$ cat src/rtl/muldiv_pkg.sv
// Shared definitions for the iterative M-extension unit: opcode map (common with
// the ALU decode) and the sequencing FSM states.
package muldiv_pkg;

    localparam logic [4:0] OP_MUL    = 5'b01000;
    localparam logic [4:0] OP_MULH   = 5'b01001;
    localparam logic [4:0] OP_MULHU  = 5'b01010;
    localparam logic [4:0] OP_MULHSU = 5'b01011;
    localparam logic [4:0] OP_DIV    = 5'b01100;
    localparam logic [4:0] OP_DIVU   = 5'b01101;
    localparam logic [4:0] OP_REM    = 5'b01110;
    localparam logic [4:0] OP_REMU   = 5'b01111;

    typedef enum logic [2:0] {
        S_IDLE,
        S_PREP,
        S_CALC,
        S_FIX,
        S_DONE
    } state_t;

endpackage

$ cat src/rtl/muldiv_seq_unit_if.sv
// Request/response handshake bundle between pipeline control and the mul/div unit.
interface muldiv_seq_unit_if #(
    parameter int XLEN  = 32,
    parameter int TAG_W = 5
);
    logic             in_valid;
    logic             in_ready;
    logic [4:0]       in_opcode;
    logic [XLEN-1:0]  in_a;
    logic [XLEN-1:0]  in_b;
    logic [TAG_W-1:0] in_tag;
    logic             out_valid;
    logic             out_ready;
    logic [XLEN-1:0]  out_result;
    logic [TAG_W-1:0] out_tag;

    modport master (
        output in_valid, in_opcode, in_a, in_b, in_tag, out_ready,
        input  in_ready, out_valid, out_result, out_tag
    );

    modport slave (
        input  in_valid, in_opcode, in_a, in_b, in_tag, out_ready,
        output in_ready, out_valid, out_result, out_tag
    );

endinterface

$ cat src/rtl/muldiv_step.sv
// One iteration of the shared datapath: radix-2 shift-add multiply or
// restoring shift-subtract divide on a {hi, lo} accumulator.
module muldiv_step #(
    parameter int XLEN = 32
) (
    input  logic              is_div,
    input  logic [2*XLEN-1:0] acc,
    input  logic [XLEN-1:0]   opnd,
    output logic [2*XLEN-1:0] acc_next
);

    logic [XLEN:0] mul_sum;
    logic [XLEN:0] rem_sh;
    logic [XLEN:0] diff;

    always_comb begin
        mul_sum = {1'b0, acc[2*XLEN-1:XLEN]} + (acc[0] ? {1'b0, opnd} : {(XLEN+1){1'b0}});
        // Partial remainder shifted left with the next dividend bit; borrow means restore.
        rem_sh  = acc[2*XLEN-1:XLEN-1];
        diff    = rem_sh - {1'b0, opnd};
        if (is_div) begin
            if (diff[XLEN]) begin
                acc_next = {rem_sh[XLEN-1:0], acc[XLEN-2:0], 1'b0};
            end else begin
                acc_next = {diff[XLEN-1:0], acc[XLEN-2:0], 1'b1};
            end
        end else begin
            acc_next = {mul_sum, acc[XLEN-1:1]};
        end
    end

endmodule

$ cat src/rtl/muldiv_seq_unit.sv
// Iterative RV32M execute unit: PREP (sign/abs, special cases), XLEN CALC
// iterations, FIX (sign correction and result select), then DONE handshake.
module muldiv_seq_unit
    import muldiv_pkg::*;
#(
    parameter int XLEN  = 32,
    parameter int TAG_W = 5
) (
    input logic             CLK,
    input logic             RESET,
    input logic             flush,
    muldiv_seq_unit_if.slave bus
);

    localparam int CNT_W = $clog2(XLEN);

    state_t            state_q, state_d;
    logic [CNT_W-1:0]  cnt_q;
    logic [4:0]        op_q;
    logic [XLEN-1:0]   a_q, b_q, opnd_q, res_q;
    logic [TAG_W-1:0]  tag_q;
    logic [2*XLEN-1:0] acc_q, acc_next;
    logic              neg_q, neg_r;

    logic              is_div, op_ok, sign_a, sign_b, neg_a, neg_b, fast;
    logic [XLEN-1:0]   abs_a, abs_b, fast_res, fix_res;
    logic [2*XLEN-1:0] prod;

    function automatic logic [XLEN-1:0] cond_neg_x(input logic [XLEN-1:0] v, input logic n);
        return n ? (~v + {{(XLEN-1){1'b0}}, 1'b1}) : v;
    endfunction

    function automatic logic [2*XLEN-1:0] cond_neg_2x(input logic [2*XLEN-1:0] v, input logic n);
        return n ? (~v + {{(2*XLEN-1){1'b0}}, 1'b1}) : v;
    endfunction

    muldiv_step #(.XLEN(XLEN)) u_step (
        .is_div   (is_div),
        .acc      (acc_q),
        .opnd     (opnd_q),
        .acc_next (acc_next)
    );

    assign bus.in_ready   = (state_q == S_IDLE) & ~RESET & ~flush;
    assign bus.out_valid  = (state_q == S_DONE);
    assign bus.out_result = res_q;
    assign bus.out_tag    = tag_q;

    // Operand decode, signedness and the cases that bypass iteration
    always_comb begin
        is_div   = op_q[2];
        op_ok    = (op_q[4:3] == 2'b01);
        sign_a   = (op_q == OP_MULH) || (op_q == OP_MULHSU) || (op_q == OP_DIV) || (op_q == OP_REM);
        sign_b   = (op_q == OP_MULH) || (op_q == OP_DIV) || (op_q == OP_REM);
        neg_a    = sign_a & a_q[XLEN-1];
        neg_b    = sign_b & b_q[XLEN-1];
        abs_a    = cond_neg_x(a_q, neg_a);
        abs_b    = cond_neg_x(b_q, neg_b);
        fast     = 1'b0;
        fast_res = '0;
        if (!op_ok) begin
            fast = 1'b1;
        end else if (is_div && (b_q == '0)) begin
            fast     = 1'b1;
            fast_res = ((op_q == OP_DIV) || (op_q == OP_DIVU)) ? '1 : a_q;
        end else if (((op_q == OP_DIV) || (op_q == OP_REM)) &&
                     (a_q == {1'b1, {(XLEN-1){1'b0}}}) && (b_q == '1)) begin
            fast     = 1'b1;
            fast_res = (op_q == OP_DIV) ? a_q : '0;
        end
    end

    always_comb begin
        prod    = cond_neg_2x(acc_q, neg_q);
        fix_res = '0;
        case (op_q)
            OP_MUL:                        fix_res = prod[XLEN-1:0];
            OP_MULH, OP_MULHU, OP_MULHSU:  fix_res = prod[2*XLEN-1:XLEN];
            OP_DIV, OP_DIVU:               fix_res = cond_neg_x(acc_q[XLEN-1:0], neg_q);
            OP_REM, OP_REMU:               fix_res = cond_neg_x(acc_q[2*XLEN-1:XLEN], neg_r);
            default:                       fix_res = '0;
        endcase
    end

    always_comb begin
        state_d = state_q;
        case (state_q)
            S_IDLE: if (bus.in_valid && bus.in_ready) state_d = S_PREP;
            S_PREP: state_d = fast ? S_DONE : S_CALC;
            S_CALC: if (cnt_q == '0) state_d = S_FIX;
            S_FIX:  state_d = S_DONE;
            S_DONE: if (bus.out_ready) state_d = S_IDLE;
            default: state_d = S_IDLE;
        endcase
        if (flush) state_d = S_IDLE;
    end

    always_ff @(posedge CLK) begin
        if (RESET) state_q <= S_IDLE;
        else       state_q <= state_d;
    end

    always_ff @(posedge CLK) begin
        if (RESET) begin
            cnt_q  <= '0;
            op_q   <= '0;
            a_q    <= '0;
            b_q    <= '0;
            tag_q  <= '0;
            opnd_q <= '0;
            acc_q  <= '0;
            res_q  <= '0;
            neg_q  <= 1'b0;
            neg_r  <= 1'b0;
        end else begin
            case (state_q)
                S_IDLE: if (bus.in_valid && bus.in_ready) begin
                    op_q  <= bus.in_opcode;
                    a_q   <= bus.in_a;
                    b_q   <= bus.in_b;
                    tag_q <= bus.in_tag;
                end
                S_PREP: begin
                    cnt_q <= CNT_W'(XLEN - 1);
                    neg_q <= neg_a ^ neg_b;
                    neg_r <= neg_a;
                    // Divide: dividend in lo, divisor held; multiply: multiplier in lo
                    if (is_div) begin
                        acc_q  <= {{XLEN{1'b0}}, abs_a};
                        opnd_q <= abs_b;
                    end else begin
                        acc_q  <= {{XLEN{1'b0}}, abs_b};
                        opnd_q <= abs_a;
                    end
                    if (fast) res_q <= fast_res;
                end
                S_CALC: begin
                    acc_q <= acc_next;
                    cnt_q <= cnt_q - CNT_W'(1);
                end
                S_FIX: res_q <= fix_res;
                default: ;
            endcase
        end
    end

endmodule

$ cat src/flat_wrapper.sv
// flat-port wrapper written by rule: the top's interface ports become plain ports
module muldiv_seq_unit_flat import muldiv_pkg::*;
#(
    parameter int XLEN  = 32,
    parameter int TAG_W = 5
)
  (CLK, RESET, flush, bus_in_valid, bus_in_opcode, bus_in_a, bus_in_b, bus_in_tag, bus_out_ready, bus_in_ready, bus_out_valid, bus_out_result, bus_out_tag);
  muldiv_seq_unit_if #(.XLEN(XLEN), .TAG_W(TAG_W)) bus_i ();
  input logic CLK;
  input logic RESET;
  input logic flush;
  input wire logic [$bits(bus_i.in_valid)-1:0] bus_in_valid;
  input wire logic [$bits(bus_i.in_opcode)-1:0] bus_in_opcode;
  input wire logic [$bits(bus_i.in_a)-1:0] bus_in_a;
  input wire logic [$bits(bus_i.in_b)-1:0] bus_in_b;
  input wire logic [$bits(bus_i.in_tag)-1:0] bus_in_tag;
  input wire logic [$bits(bus_i.out_ready)-1:0] bus_out_ready;
  output wire logic [$bits(bus_i.in_ready)-1:0] bus_in_ready;
  output wire logic [$bits(bus_i.out_valid)-1:0] bus_out_valid;
  output wire logic [$bits(bus_i.out_result)-1:0] bus_out_result;
  output wire logic [$bits(bus_i.out_tag)-1:0] bus_out_tag;
  assign bus_i.in_valid = bus_in_valid;
  assign bus_i.in_opcode = bus_in_opcode;
  assign bus_i.in_a = bus_in_a;
  assign bus_i.in_b = bus_in_b;
  assign bus_i.in_tag = bus_in_tag;
  assign bus_i.out_ready = bus_out_ready;
  assign bus_in_ready = bus_i.in_ready;
  assign bus_out_valid = bus_i.out_valid;
  assign bus_out_result = bus_i.out_result;
  assign bus_out_tag = bus_i.out_tag;
  muldiv_seq_unit #(.XLEN(XLEN), .TAG_W(TAG_W)) u_core (.CLK(CLK), .RESET(RESET), .flush(flush), .bus(bus_i));
endmodule
$ cat config.mk
export PLATFORM = sky130hd
export DESIGN_NAME = muldiv_seq_unit_flat
export DESIGN_NICKNAME = d
export VERILOG_FILES = /design/src/rtl/muldiv_pkg.sv /design/src/rtl/muldiv_seq_unit_if.sv /design/src/rtl/muldiv_step.sv /design/src/rtl/muldiv_seq_unit.sv /design/src/flat_wrapper.sv
export SDC_FILE = /design/constraint.sdc
export NUM_CORES = 1
export LEC_CHECK = 0
export ABC_AREA = 1
export CAP_MARGIN = 40
export CORE_MARGIN = 2
export CORE_UTILIZATION = 30
export DETAILED_ROUTE_END_ITERATION = 12
export PLACE_DENSITY = 0.51
export SYNTH_ARGS = -nofsm -noshare
export SYNTH_HDL_FRONTEND = slang
export SYNTH_SLANG_ARGS = --single-unit
$ cat constraint.sdc
create_clock -name CLK -period 5.95 [get_ports CLK]
set_input_delay 0.595 -clock CLK [delete_from_list [all_inputs] [get_ports CLK]]
set_output_delay 0.595 -clock CLK [all_outputs]
set_load 0.02 [all_outputs]
# After elaboration in Yosys (flattened, before gate mapping)

Index checks and enable logic that the tools add are counted.

Word-level logic and storage cells: 101
Flip-flop bits (word level): 212
Memories: 0
Output and inout port bits: 39
Memory bits (writable): 0
Input port bits: 79
Bits in latches: 0
Bits in read-only memories: 0

Reduce and logical (&&, ||, !) cells: 23
Order comparisons: 0
Multiply operators: 0
Bitwise logic cells: 12
Equality and inequality tests: 19
Shifts and indexed selects: 0
Multiplexer cells: 28
Add/subtract/negate cells: 8
Divide/modulo/power cells: 0

Operator list:

| kind                                                                | count |
|---|---|
| 32-bit 2-to-1 mux                                                   | 13 |
| 64-bit 2-to-1 mux                                                   | 3 |
| 32-bit by 1-bit adder with 32-bit output (second input constant)    | 4 |
| 32-bit NOT                                                          | 4 |
| 32-bit case mux with 4 select lines                                 | 1 |
| 64-bit case mux with 2 select lines                                 | 1 |
| 64-bit by 1-bit adder with 64-bit output (second input constant)    | 1 |
| 32-bit == test (second input constant)                              | 2 |
| 64-bit NOT                                                          | 1 |
| 32-bit case mux with 2 select lines                                 | 1 |
| 5-bit by 4-bit == test with 1-bit output (second input constant)    | 8 |
| 32-bit by 33-bit adder with 33-bit output                           | 1 |
| 33-bit by 32-bit subtractor with 33-bit output                      | 1 |
| 32-bit zero test                                                    | 1 |
| 3-bit case mux with 5 select lines                                  | 1 |
| 3-bit 2-to-1 mux                                                    | 4 |
| 5-bit case mux with 2 select lines                                  | 1 |
| 1-bit logical OR                                                    | 7 |
| 3-bit by 2-bit == test with 1-bit output (second input constant)    | 2 |
| 2-bit OR reduction                                                  | 3 |
| 5-bit zero test                                                     | 1 |
| 5-bit by 1-bit subtractor with 5-bit output (second input constant) | 1 |
| 1-bit AND                                                           | 4 |
| 1-bit logical AND                                                   | 4 |
| 13 further kinds                                                    | 20 |

# Longest topological paths before layout

Word-level depth: 9
Depth in mapped cells: 20
Depth with buffers taken out: 18

# Cells and area by module

A second synthesis with hierarchy kept.

Cell total of the unflattened synthesis: 3,856
Area, all modules: 21,214.1 µm²

Modules (own cells, without submodules):

| module          | area each (µm²) | cells each | instances | seq. area each (µm²) |
|---|---|---|---|---|
| muldiv_seq_unit | 14,858.0        | 2,548      | 1         | 4,244.1 |
| muldiv_step     | 6,356.1         | 1,308      | 1         | 0.0 |

# Least setup slack after synthesis

OpenSTA, ideal clock, no wires.

Kind: reg2reg
Start: reg u_core.acc_q[0]
End: reg u_core.acc_q[57]
Stages on the path, launching flop included: 20
Clock period less this slack: 2.535 ns
Setup slack: 3.415 ns
Setup time: 0.132 ns
Buffers on the path: 2
Data required time: 5.818 ns
Arrival time: 2.403 ns
Cell sequence: dfxtp_1 buf_2 clkbuf_1 nand2_1 inv_1 ha_1 inv_1 fa_1 o21ai_1 nand2_1 nand2_1 nand2_1 nand2_1 nand2_1 nand3_1 nand3_1 nand2_1 inv_1 nand2_1 a21oi_1

Longest elaborated chain between the ends: 4

RTL lines:

| item                                      | RTL line               | RTL |
|---|---|---|
| from (decl)                               | muldiv_seq_unit.sv:22  | `logic [2*XLEN-1:0] acc_q, acc_next;` |
| from (signal assigned)                    | muldiv_seq_unit.sv:129 | `acc_q <= {{XLEN{1'b0}}, abs_a};` |
| from (signal assigned)                    | muldiv_seq_unit.sv:132 | `acc_q <= {{XLEN{1'b0}}, abs_b};` |
| from (signal assigned)                    | muldiv_seq_unit.sv:138 | `acc_q <= acc_next;` |
| 32-bit 2-to-1 mux                         | muldiv_step.sv:17      | `mul_sum = {1'b0, acc[2*XLEN-1:XLEN]} + (acc[0] ? {1'b0, opnd} : {(XLEN+1){1'b0}});` |
| 32-bit by 33-bit adder with 33-bit output | muldiv_step.sv:17      |  |
| 64-bit 2-to-1 mux                         | muldiv_step.sv:21      | `if (is_div) begin` |
| 64-bit case mux with 2 select lines       | muldiv_seq_unit.sv:116 | `case (state_q)` |

No other way between the ends.
A chain may end at the register's enable or synchronous reset.

# Worst setup path in the final report

Start: reg u_core.op_q[2]
End: reg u_core.opnd_q[16]

Longest elaborated chain between the ends: 7
Elaborated cells between the ends (all ways): 14
Classes of those cells: 4 x eq/ne; 3 x mux; 2 x bitwise; 5 x reduce/logical

RTL lines:

| item                                                               | RTL line                                     | RTL |
|---|---|---|
| from (decl)                                                        | muldiv_seq_unit.sv:19                        | `logic [4:0] op_q;` |
| from (signal assigned)                                             | muldiv_seq_unit.sv:118                       | `op_q <= bus.in_opcode;` |
| 5-bit by 4-bit == test with 1-bit output, on equally long branches | muldiv_seq_unit.sv:53, muldiv_seq_unit.sv:54 |  |
| 1-bit logical OR (3 in series)                                     | muldiv_seq_unit.sv:53                        | `sign_a = (op_q == OP_MULH) \|\| (op_q == OP_MULHSU) \|\| (op_q == OP_DIV) \|\| (op_q == OP_REM);` |
| 1-bit AND                                                          | muldiv_seq_unit.sv:55                        | `neg_a = sign_a & a_q[XLEN-1];` |
| 32-bit 2-to-1 mux                                                  | muldiv_seq_unit.sv:30                        | `return n ? (~v + {{(XLEN-1){1'b0}}, 1'b1}) : v;` |
| 32-bit 2-to-1 mux *                                                | muldiv_seq_unit.sv:128                       | `if (is_div) begin` |
| to (signal assigned)                                               | muldiv_seq_unit.sv:130                       | `opnd_q <= abs_b;` |
| to (signal assigned)                                               | muldiv_seq_unit.sv:133                       | `opnd_q <= abs_a;` |
| to (decl)                                                          | muldiv_seq_unit.sv:20                        | `logic [XLEN-1:0] a_q, b_q, opnd_q, res_q;` |

Mark *: on every way between the ends. The rest lies on a longest branch, timed or not.

==> results_dict.tcl <==
set metrics [dict create \
    outcome "completed" \
    relSlewSlack 0.3991 \
    die_w_um 262.7 \
    synth_top_area_share 0.2114 \
    max_stage_delay_ns 0.76 \
    r2r_start "u_core.op_q[2]$_SDFFE_PP0P_" \
    areaGrowthSynthToFinish_pct 14.66 \
    num_vias 23950 \
    slew_viol_final 0 \
    clock_latency_ns 0.58 \
    drt_pre_antenna_iters 6 \
    dp_hpwl_um 74810 \
    grt_usage 0.2623 \
    reg2regPathDepth 10 \
    hold_violations 0 \
    critPathTopFamily "buffers and inverters" \
    drt-wirelength-per-cell_um 20.81 \
    avgSynthCellArea_um2 5.568 \
    regToRegEndpoint "u_core.opnd_q[16]$_SDFFE_PP0P_" \
    synth_top_cell_by_area "dfxtp_1" \
    fin_setup_tns_ns 0 \
    place_congestion 0.9887 \
    cap_violations 0 \
    async_flop_share 0 \
    antenna_found_initial 3 \
    fp.dieH_um 262.7 \
    grt_pass1_wl_um 139100 \
    row_count 94 \
    worst_pin_slew_ns 0.9000 \
    start_util 0.3042 \
    clock_sinks 212 \
    netlist_area_um2 20070 \
    reg2reg_slack_ns 2.27 \
    start_kind "register" \
    critical_path_arrival_ns 4.11 \
    cts_tree "built" \
    multiInputGateArea_um2 13450 \
    rsz0062_at_grt "false" \
    routed_wl_um 94330 \
    p_per_area_nw_per_um2 177.1 \
    cts_resized 0 \
    drc 0 \
    ios 118 \
    clock.fmax_mhz 271.6 \
    numCtsBuffers 27 \
    fillers 7545 \
    root_buffer "clkbuf_16" \
    cts.path.max_buffers 3 \
    hold_depth 4 \
    crit_fanout 85 \
    n_antenna_cell 0 \
    vias_per_cell 5.285 \
    cts_setup_buffers 0 \
    hold-path-endpoint "u_core.state_q[1]$_SDFFE_PP0P_" \
    grt_start_max_net_pins 86 \
    netlist_instances 3605 \
    cts.clk_slew.worst_paths_ns 0.06 \
    path_class "register to register" \
    die_area_um2 69000 \
    coreArea_um2 65980 \
    synthesis.nets 3757 \
    leakage_nw 10.97 \
    required_ns 6.38 \
    end_kind "register" \
    grt_overflow 0 \
    utilization 0.3488 \
    io_buffers 117 \
    ant_nets 0 \
    hold_class "input pin to register" \
    cp_cell_sequence "inv_4 -> nand3_1 -> nand2_1 -> nand2_1 -> inv_1 -> nand2_1 -> xor2_1 -> nand2_1 -> nand3_1 -> a21oi_1" \
    period_share 0.6188 \
    synth-seq-cells 212 \
    holdCritStartpoint "RESET" \
    crit_slowest_cell "inv_1" \
    crit_buf_inv 2 \
    synth_edf_count 0 \
    yosysWarnings 0 \
    ys_seq_area_frac 0.2114 \
    drive_above_1_share 0.04498 \
    synthTopCellsByArea "dfxtp_1, nand2_1, nand3_1" \
    finalSetupViolations 0 \
    drt_iter0_drc 2465 \
    holdBufCountCts 0 \
    synth_flop_cell "dfxtp_1" \
    nets 3800 \
    post-route-min-period_ns 3.682 \
    synthDistinctLibCells 48 \
    grt_pass1_vias 21420 \
    worst_clock_skew_ns 0.01116 \
    crit_top_cell "nand2_1" \
    ir_drop_uv 204.9 \
    h-tree-depth 1 \
    regArea_um2 4249 \
]
==> Yosys cell counts, drive strengths merged (2+ instances only) <==
master and n:
nand3b 19, a211oi 3, a31oi 27, fa 2
nor3 45, inv 483, o211ai 55, xor2 56
clkbuf 94, nand3 423, a21oi 292, o21bai 12
nand4 51, xnor2 4, buf 45, or2 8
o22ai 13, a221oi 2, nor2 369, o31ai 2
a21boi 3, o21ai 207, dfxtp 212, nand2 1093
a21o 3, nor4 7, ha 71
==> final cells by class <==
| class | instances | share of cell area |
|---|---|---|
| Multi-Input combinational cell | 2770 | 0.5844 |
| Tap cell | 864 | 0.04697 |
| Clock inverter | 9 | 0.006849 |
| Inverter | 484 | 0.07904 |
| Clock buffer | 40 | 0.03278 |
| Timing Repair Buffer | 153 | 0.06534 |
| Sequential cell | 212 | 0.1846 |
==> how the worst max path moves through the flow <==
stage | slack, ns | to | from | depth (start not counted)
global placement | 2.40 | u_core.acc_q[53]$_SDFFE_PP0P_ | u_core.acc_q[0]$_SDFFE_PP0P_ | 17
finish | 2.27 | u_core.opnd_q[16]$_SDFFE_PP0P_ | u_core.op_q[2]$_SDFFE_PP0P_ | 10
detailed placement | 2.36 | u_core.opnd_q[16]$_SDFFE_PP0P_ | u_core.op_q[2]$_SDFFE_PP0P_ | 10
floorplan | 3.41 | u_core.acc_q[57]$_SDFFE_PP0P_ | u_core.acc_q[0]$_SDFFE_PP0P_ | 19
global route | 2.00 | u_core.opnd_q[12]$_SDFFE_PP0P_ | u_core.op_q[2]$_SDFFE_PP0P_ | 10
CTS | 2.35 | u_core.opnd_q[16]$_SDFFE_PP0P_ | u_core.op_q[2]$_SDFFE_PP0P_ | 10
==> metrics by stage <==
stage	hold WS [ns]	setup WS [ns]	cell area, um2	std cells	total power [W]
after global routing	0.4165	2.002	23020	4532	0.004238
after CTS	0.3853	2.350	23020	4532	0.004089
after detailed placement	0.4556	2.362	22110	4483	0.002348
after global placement	0.4559	2.398	22010	4479	0.002347
final	0.4051	2.268	23020	4532	0.004076
after floorplan	0.4479	3.415	20070	3605	0.002059
==> cell usage in the layout (no fill, tap or decap), drive strengths merged, types with 2 or more instances in the layout <==
cell              n
o21ai           207
a21oi           292
clkbuf           40
buf              37
nand3b           19
nand3           423
o211ai           55
o21bai           12
bufinv            4
a221oi            2
nor4              7
nor3             45
nor2            369
a21boi            3
a211oi            3
dfxtp           212
a21o              3
fa                2
xnor2             4
inv             485
nand2          1093
clkinvlp          2
o31ai             2
xor2             56
ha               71
or2               8
clkdlybuf4s50   116
a31oi            27
clkinv            2
o22ai            13
nand4            51
==> power by group <==
part / switching [W] / internal, W / total (W) / leakage (nW)
Sequential: 0.0000582 / 0.00145 / 0.00151 / 1.72
Combinational: 0.000571 / 0.000249 / 0.000820 / 8.82
Clock: 0.000695 / 0.00105 / 0.00174 / 0.436
Total: 0.00132 / 0.00275 / 0.00408 / 11.0
==> layer usage <==
metal / part of all wire / up-vias / GRT usage / routed length (um)
met5: 0.00040 / - / 0 / 38
met4: 0.042 / 6 / 0.1003 / 3928
met3: 0.084 / 156 / 0.03795 / 7895
met2: 0.43 / 1018 / 0.4048 / 40610
met1: 0.44 / 10970 / 0.3672 / 41860
li1: - / 11800 / - / -
==> cells by family (layout without fill, tap and decap cells) <==
logic type	Yosys count	count (layout)	share of synthesized area
xor+xnor	60	60	0.02618
simple gates	2017	2017	0.4275
flops	212	212	0.2114
buf+inv	623	686	0.1198
compound gates	620	620	0.1688
fa+ha+maj	73	73	0.04625
==> flip-flops by register name (all words and copies together), names as in the netlist <==
signal / count
u_core.neg_r: 1
u_core.op_q: 5
u_core.neg_q: 1
u_core.state_q: 3
u_core.bus.out_tag: 5
u_core.opnd_q: 32
u_core.bus.out_result: 32
u_core.acc_q: 64
u_core.b_q: 32
u_core.cnt_q: 5
u_core.a_q: 32
==> tightest hold or removal path, stage by stage <==
cell and delay [ns]:
buf_4 0.12, nor2_1 0.05, inv_1 0.11, a21oi_1 0.05
No activity file was read; power rests on OpenSTA's default activity.
